**src/rtl/fifo_uart_tx.sv**
```systemverilog
// FIFO drain stage: pops one byte at a time from the FIFO read port and sends it as a UART 8N1 frame.
// A frame starts only from IDLE, so the FIFO is never read while it reports empty.
module fifo_uart_tx #(
    parameter int CLK_DIV = 868,
    parameter int DATA_W  = 8,
    parameter int COUNT_W = 16
) (
    input  logic               clk,
    input  logic               clear_n,
    input  logic               enable,
    input  logic               fifo_empty,
    input  logic [DATA_W-1:0]  fifo_dout,
    output logic               fifo_rd_en,
    output logic               tx,
    output logic               busy,
    output logic               tx_done,
    output logic [COUNT_W-1:0] byte_count,
    output logic [2:0]         dbg_state
);

    localparam int BAUD_W = (CLK_DIV > 1) ? $clog2(CLK_DIV) : 1;
    localparam int IDX_W  = (DATA_W > 1) ? $clog2(DATA_W) : 1;
    localparam logic [BAUD_W-1:0] BAUD_LAST = BAUD_W'(CLK_DIV - 1);
    localparam logic [IDX_W-1:0]  IDX_LAST  = IDX_W'(DATA_W - 1);

    typedef enum logic [2:0] {
        IDLE  = 3'd0,
        FETCH = 3'd1,
        LATCH = 3'd2,
        START = 3'd3,
        DATA  = 3'd4,
        STOP  = 3'd5
    } state_t;

    state_t              state;
    logic [BAUD_W-1:0]   baud_cnt;
    logic [IDX_W-1:0]    bit_idx;
    logic [DATA_W-1:0]   shift;
    logic                baud_last;
    logic [IDX_W-1:0]    next_idx;

    assign baud_last = (baud_cnt == BAUD_LAST);
    assign next_idx  = bit_idx + IDX_W'(1);
    assign dbg_state = state;

    // Read handshake: fifo_rd_en is a one-cycle pulse raised from IDLE; the FIFO pops on the
    // following edge and fifo_dout is captured one edge after that, in LATCH.
    always_ff @(posedge clk or negedge clear_n) begin
        if (!clear_n) begin
            state      <= IDLE;
            fifo_rd_en <= 1'b0;
            tx         <= 1'b1;
            busy       <= 1'b0;
            tx_done    <= 1'b0;
            byte_count <= '0;
            baud_cnt   <= '0;
            bit_idx    <= '0;
            shift      <= '0;
        end else begin
            tx_done <= 1'b0;
            case (state)
                IDLE: begin
                    if (enable && !fifo_empty) begin
                        fifo_rd_en <= 1'b1;
                        busy       <= 1'b1;
                        state      <= FETCH;
                    end
                end
                FETCH: begin
                    fifo_rd_en <= 1'b0;
                    state      <= LATCH;
                end
                LATCH: begin
                    shift    <= fifo_dout;
                    tx       <= 1'b0;
                    baud_cnt <= '0;
                    state    <= START;
                end
                START: begin
                    if (baud_last) begin
                        baud_cnt <= '0;
                        tx       <= shift[0];
                        bit_idx  <= '0;
                        state    <= DATA;
                    end else begin
                        baud_cnt <= baud_cnt + BAUD_W'(1);
                    end
                end
                DATA: begin
                    // LSB first; the stop level goes out straight after the last data bit.
                    if (baud_last) begin
                        baud_cnt <= '0;
                        if (bit_idx == IDX_LAST) begin
                            tx    <= 1'b1;
                            state <= STOP;
                        end else begin
                            bit_idx <= next_idx;
                            tx      <= shift[next_idx];
                        end
                    end else begin
                        baud_cnt <= baud_cnt + BAUD_W'(1);
                    end
                end
                STOP: begin
                    if (baud_last) begin
                        baud_cnt   <= '0;
                        tx_done    <= 1'b1;
                        byte_count <= byte_count + COUNT_W'(1);
                        busy       <= 1'b0;
                        state      <= IDLE;
                    end else begin
                        baud_cnt <= baud_cnt + BAUD_W'(1);
                    end
                end
                default: begin
                    fifo_rd_en <= 1'b0;
                    tx         <= 1'b1;
                    busy       <= 1'b0;
                    state      <= IDLE;
                end
            endcase
        end
    end

endmodule

```
**config.mk**
```make
export PLATFORM = sky130hd
export DESIGN_NAME = fifo_uart_tx
export DESIGN_NICKNAME = d
export VERILOG_FILES = /design/src/rtl/fifo_uart_tx.sv
export SDC_FILE = /design/constraint.sdc
export NUM_CORES = 1
export LEC_CHECK = 0
export ABC_AREA = 1
export CAP_MARGIN = 10
export CORE_AREA = 3 3 55 107
export DETAILED_ROUTE_END_ITERATION = 16
export DIE_AREA = 0 0 58 110
export GPL_TIMING_DRIVEN = 0
export PLACE_DENSITY = 0.8
export SLEW_MARGIN = 5
export SYNTH_ARGS = -nofsm -noshare
export SYNTH_HDL_FRONTEND = slang
export SYNTH_SLANG_ARGS = --single-unit
```
**constraint.sdc**
```tcl
create_clock -name clk -period 1.3 [get_ports clk]
set_input_delay 0.26 -clock clk [delete_from_list [all_inputs] [get_ports clk]]
set_output_delay 0.26 -clock clk [all_outputs]
set_load 0.005 [all_outputs]
```
# Word level (Yosys, flattened, before mapping)
# Cells that the tools add are included.
# classes
n_lt_le_gt_ge	1
n_eq_ne	13
bitwise	3
addsub	3
muxes	23
reduce_logical	15
# op_table
operator	n
$mux W3	7
$pmux W10 S2	1
$pmux W3 S6	1
$add A16 B1 Y16 const B	1
$ne A2 B2 Y1 const B	6
$add A10 B1 Y10 const B	1
$eq A10 B10 Y1 const B	1
$mux W10	1
$eq A3 B3 Y1 const B	3
$mux W1	8
$reduce_or A4 Y1	2
$eq A3 B2 Y1 const B	2
$pmux W3 S2	1
$reduce_and A3 Y1	2
$reduce_or A3 Y1	2
$reduce_and A5 Y1	1
$lt A3 B4 Y1 const B	1
$pmux W1 S4	1
$reduce_and A2 Y1	2
$reduce_and A4 Y1	1
$reduce_bool A2 Y1	2
$add A3 B1 Y3 const B	1
$bmux W1 S3	1
$eq A3 B1 Y1 const B	1
other kinds (6)	8
# word_totals
input_bits	12
ff_bits	44
elab_cells	67

# Depth between registers and ports, before layout
# logic_depth
ltp_word	6
ltp_mapped	10
ltp_nobuf	10

# Worst setup path after synthesis
# Ideal clock, no wire load.
# synth_timing
kind	reg2reg
from	register state[1], in the netlist dbg_state[1]
to	register baud_cnt[4]
stages_incl_launch_ff	10
setup_ns	0.122
slack_ns	-0.117
arrival_time_ns	1.295
cell_sequence	dfrtp_1 > inv_2 > ha_1 > inv_1 > nand2_4 > inv_4 > nor2_4 > nand2_1 > xor2_1 > nor2_1
# synth_between
elab_chain_cells	3
elab_cells_between_ends	7
cone_classes	eq/ne: 4; mux: 1; reduce/logical: 2
# synth_rtl
element	line_no	text
start: declaration	35	state_t state;
start signal: assignment	50	state <= IDLE;
start signal: assignment	66	state <= FETCH;
start signal: assignment	71	state <= LATCH;
$eq A3 B3 Y1 or $eq A3 B2 Y1 (tied branches)	61	case (state)
$reduce_or A3 Y1 (no line)	--	
$pmux W10 S2 or $reduce_bool A2 Y1 (tied branches)	--	
end signal: assignment	86	baud_cnt <= baud_cnt + BAUD_W'(1);
end signal: assignment	101	baud_cnt <= baud_cnt + BAUD_W'(1);
end signal: assignment	112	baud_cnt <= baud_cnt + BAUD_W'(1);
end: declaration	36	logic [BAUD_W-1:0] baud_cnt;
# Several ways; a longest one is shown, not always the timed one.
# A chain may end at the register's enable or synchronous reset.

# Final worst setup path
# layout_timing
from	register baud_cnt[1]
to	register baud_cnt[6]
# layout_between
elab_chain_cells	3
elab_cells_between_ends	4
cone_classes	add/sub: 1; eq/ne: 1; mux: 2
# layout_rtl
element	line_no
$add A10 B1 Y10 or $eq A10 B10 Y1 (tied branches)	--
$mux W10 (*)	80, 91, 105
$pmux W10 S2 (*)	61
# Mark *: on every way between the ends. The rest lies on a longest branch, timed or not.

==> impl_metrics.toml <==
[yosys]
synthArstFlopShare_pct = 100
synth_xor_area_share_pct = 4.97
synthAdderAreaFrac_pct = 2.54
synth_cell_types = 33
synth-simple-area-share_pct = 34.4
netlist_instances = 330
ys_seq_area_share_pct = 44.7
synth-edff-count = 0
synth_top_area_cell = "dfrtp_1"
synthTopCellsByArea = "dfrtp_1 (44%), nand2_1 (20%), nor2_1 (5.0%), inv_1 (4.4%), nand3_1 (3.7%)"
synth_ff_type = "dfrtp_1"
synth_area_um2 = 2470
synth_top_area_share_pct = 43.6
synth_top_family_by_area = "simple AND/OR/NAND/NOR gates"
synth_seq_cells = 44
postSynthAreaPerCell_um2 = 7.47
synthMuxAreaShare_pct = 0
synth_compound_area_share_pct = 6.80
yosysWarningCount = 0
syn_nets = 347

[timing]
final-setup-viol-count = 36
hold_viol = 0
setup_slack_ps = -301
skew_ps = 3.95
relSlewSlack_pct = 70.1
max_freq_mhz = 625
min_period_ps = 1600
fin_crit_sh_pct = 123
holdWs_ps = 421
tightest_slew_ps = 449
drv_slew = 0
rsz0062_at_grt = "yes"

[cells_and_area]
fill_cells = 339
n_antenna_cell = 0
drive_gt1_share_pct = 37.6
nets = 448
final_util_pct = 75.7
final_cells = 489
multiInputGateArea_um2 = 1550
areaGrowthSynthToFinish_pct = 59.2
seqCellArea_um2 = 1110

[worst_setup_path]
timing.rr.end = "baud_cnt[6]$_DFFE_PN0P_"
end_kind = "register"
worstPathRequired_ps = 1490
cp_top_family = "flip-flops"
cp_num_buf_inv = 3
start_kind = "register"
cp_slowest_cell = "dfrtp_1"
r2r_cells = 9
crit_chain = "ha_4 > buf_4 > buf_6 > buf_6 > nand2_4 > nor2_4 > nand2_1 > xor2_1 > o22ai_1"
rrSetupSlack_ps = -300
worst_path_largest_cell_delay_ps = 420
r2r-start = "baud_cnt[1]$_DFFE_PN0P_"
critPathKind = "register to register"
cp.arrival_ps = 1790
path_max_fanout = 3
crit_top_cell = "buf_6"

[cts]
cts.clk_slew.worst_paths_ps = 90
cts_buffers = 5
clk_latency_ps = 310
cts-root-buf = "clkbuf_8"
cts_max_level = 2
cts_tree = "done"
cts_sinks = 44
cts-root-to-sink-buffers = 2

[detailed_routing]
vias = 2707
wire_per_inst_um = 17.7
viasPerCell = 5.54
post-route-drc-count = 0
drtAntennaViolNets = 0
drtPass1Iterations = 5
drt-initial-drc-count = 170
routed_wl_um = 8650

[worst_hold_path]
hp-class = "input port to async pin"

[global_routing]
grtUsageTotal_pct = 25.8
grt_pass1_wl_um = 12200
grt_max_degree = 28
overflow = 0
grt_pass1_vias = 2635
antenna_found_initial = 0

[floorplanning]
start_util_pct = 47.6
die_area_um2 = 6380
die_h_um = 110
core_um2 = 5180
io_pins = 35
row_count = 37
die_x_um = 58

[pwr]
ir_worst_vdd_mv = 1.38
p_leak_nw = 1.98
power-per-cell-area_nw_per_um2 = 1530

[place]
place_congestion = 0.874
place.port_buffers = 34
dp.cells = 423
hpwl_um = 4290

[run_status]
status = "finished with violations"
violations = "setup timing"

[run]
maxCapViolCount = 0
## routing by layer
metal	share of wire [%]	GRT usage, %	vias to the layer above	wire (um)
met5	0	0	-	0
met4	7.1	17.6	0	617
met3	4.6	4.90	46	394
met2	55	48.5	126	4730
met1	34	24.1	1297	2910
li1	-	-	1238	-
## synthesized netlist by cell type, types with 2 or more instances
cell type	instances
a21oi_1	6
dfrtp_1	43
ha_1	5
inv_1	29
inv_2	2
inv_4	2
nand2_1	131
nand2_2	3
nand2_4	2
nand3_1	18
nand3_2	2
nand4_1	3
nor2_1	33
nor2_2	3
nor2_4	2
nor3_1	3
o21ai_0	13
o21ai_1	2
o22ai_1	2
xnor2_1	5
xor2_1	9
## cell usage in the layout, fill, tap and decap left out, drive strengths merged, types with 2 or more instances in the layout
master,count
nor2,38
o21ai,16
bufinv,2
xor2,9
clkdlybuf4s50,10
a21oi,6
nor3,3
nand2,136
o22ai,2
inv,33
nand3,20
xnor2,5
dfrtp,43
clkdlybuf4s15,2
clkbuf,8
ha,5
buf,62
nand4,3
dlygate4sd2,18
## worst max-delay path by stage
stage,endpoint,depth (start not counted),slack [ps],from
floorplan,byte_count[10]$_DFFE_PN0P_,9,-60,baud_cnt[0]$_DFFE_PN0P_
global placement,dbg_state[1]$_DFFE_PN0P_,1,-1380,clear_n
detailed placement,byte_count[9]$_DFFE_PN0P_,10,-280,baud_cnt[0]$_DFFE_PN0P_
CTS,byte_count[9]$_DFFE_PN0P_,9,-210,baud_cnt[0]$_DFFE_PN0P_
global route,byte_count[9]$_DFFE_PN0P_,10,-350,baud_cnt[6]$_DFFE_PN0P_
finish,baud_cnt[6]$_DFFE_PN0P_,9,-300,baud_cnt[1]$_DFFE_PN0P_
## per-stage QoR
stage	TNS (ps)	cell area (um2)	setup slack [ps]	power [mW]
2_1_floorplan	-591	2500	-56.0	2.98
3_3_place_gp	-60010	2910	-1380	3.46
3_5_place_dp	-7760	2930	-278	3.51
4_1_cts	-3710	3650	-214	5.36
5_1_grt	-8960	3930	-354	6.36
6_report	-6480	3930	-301	6.02
## kinds of logic (layout without fill, tap and decap cells)
logic type	after synthesis	count (layout)
AND/OR/NAND/NOR	201	201
flip-flops	44	44
buffers and inverters	37	138
AO/OA/AOI/OAI	29	29
XOR/XNOR	14	14
adder cells (fa/ha/maj)	5	5
## where the power goes
part | switching [mW] | internal, mW | leakage (nW)
combinational | 1.66 | 1.26 | 1.34
sequential | 0.195 | 1.64 | 0.572
clock | 0.503 | 0.757 | 0.0642
## registers in the layout (all words and copies together) (netlist names)
name        cells
baud_cnt       10
byte_count     16
tx_done         1
fifo_rd_en      1
shift           8
tx              1
busy            1
dbg_state       3
bit_idx         3
## cell type report
cell class | instances | area share, %
multi-input cells | 249 | 39.4
clock inverters | 2 | 1.53
flip-flops and latches | 44 | 28.4
well taps | 58 | 1.85
clock buffers | 5 | 1.75
inverters | 34 | 4.02
plain buffers | 3 | 0.956
repair buffers | 94 | 22.1
## repair_timing
| action | in CTS | in global routing |
|---|---|---|
| pin swaps | 11 | 21 |
| hold endpoints to repair | 16 | 0 |
| buffers inserted | 40 | 17 |
| gates resized for setup | 92 | 56 |
| cloned | 2 | 0 |
| hold buffers | 1 | 0 |
| endpoints found under the setup margin | 65 | 49 |
Power figures use the tool's default switching activity.
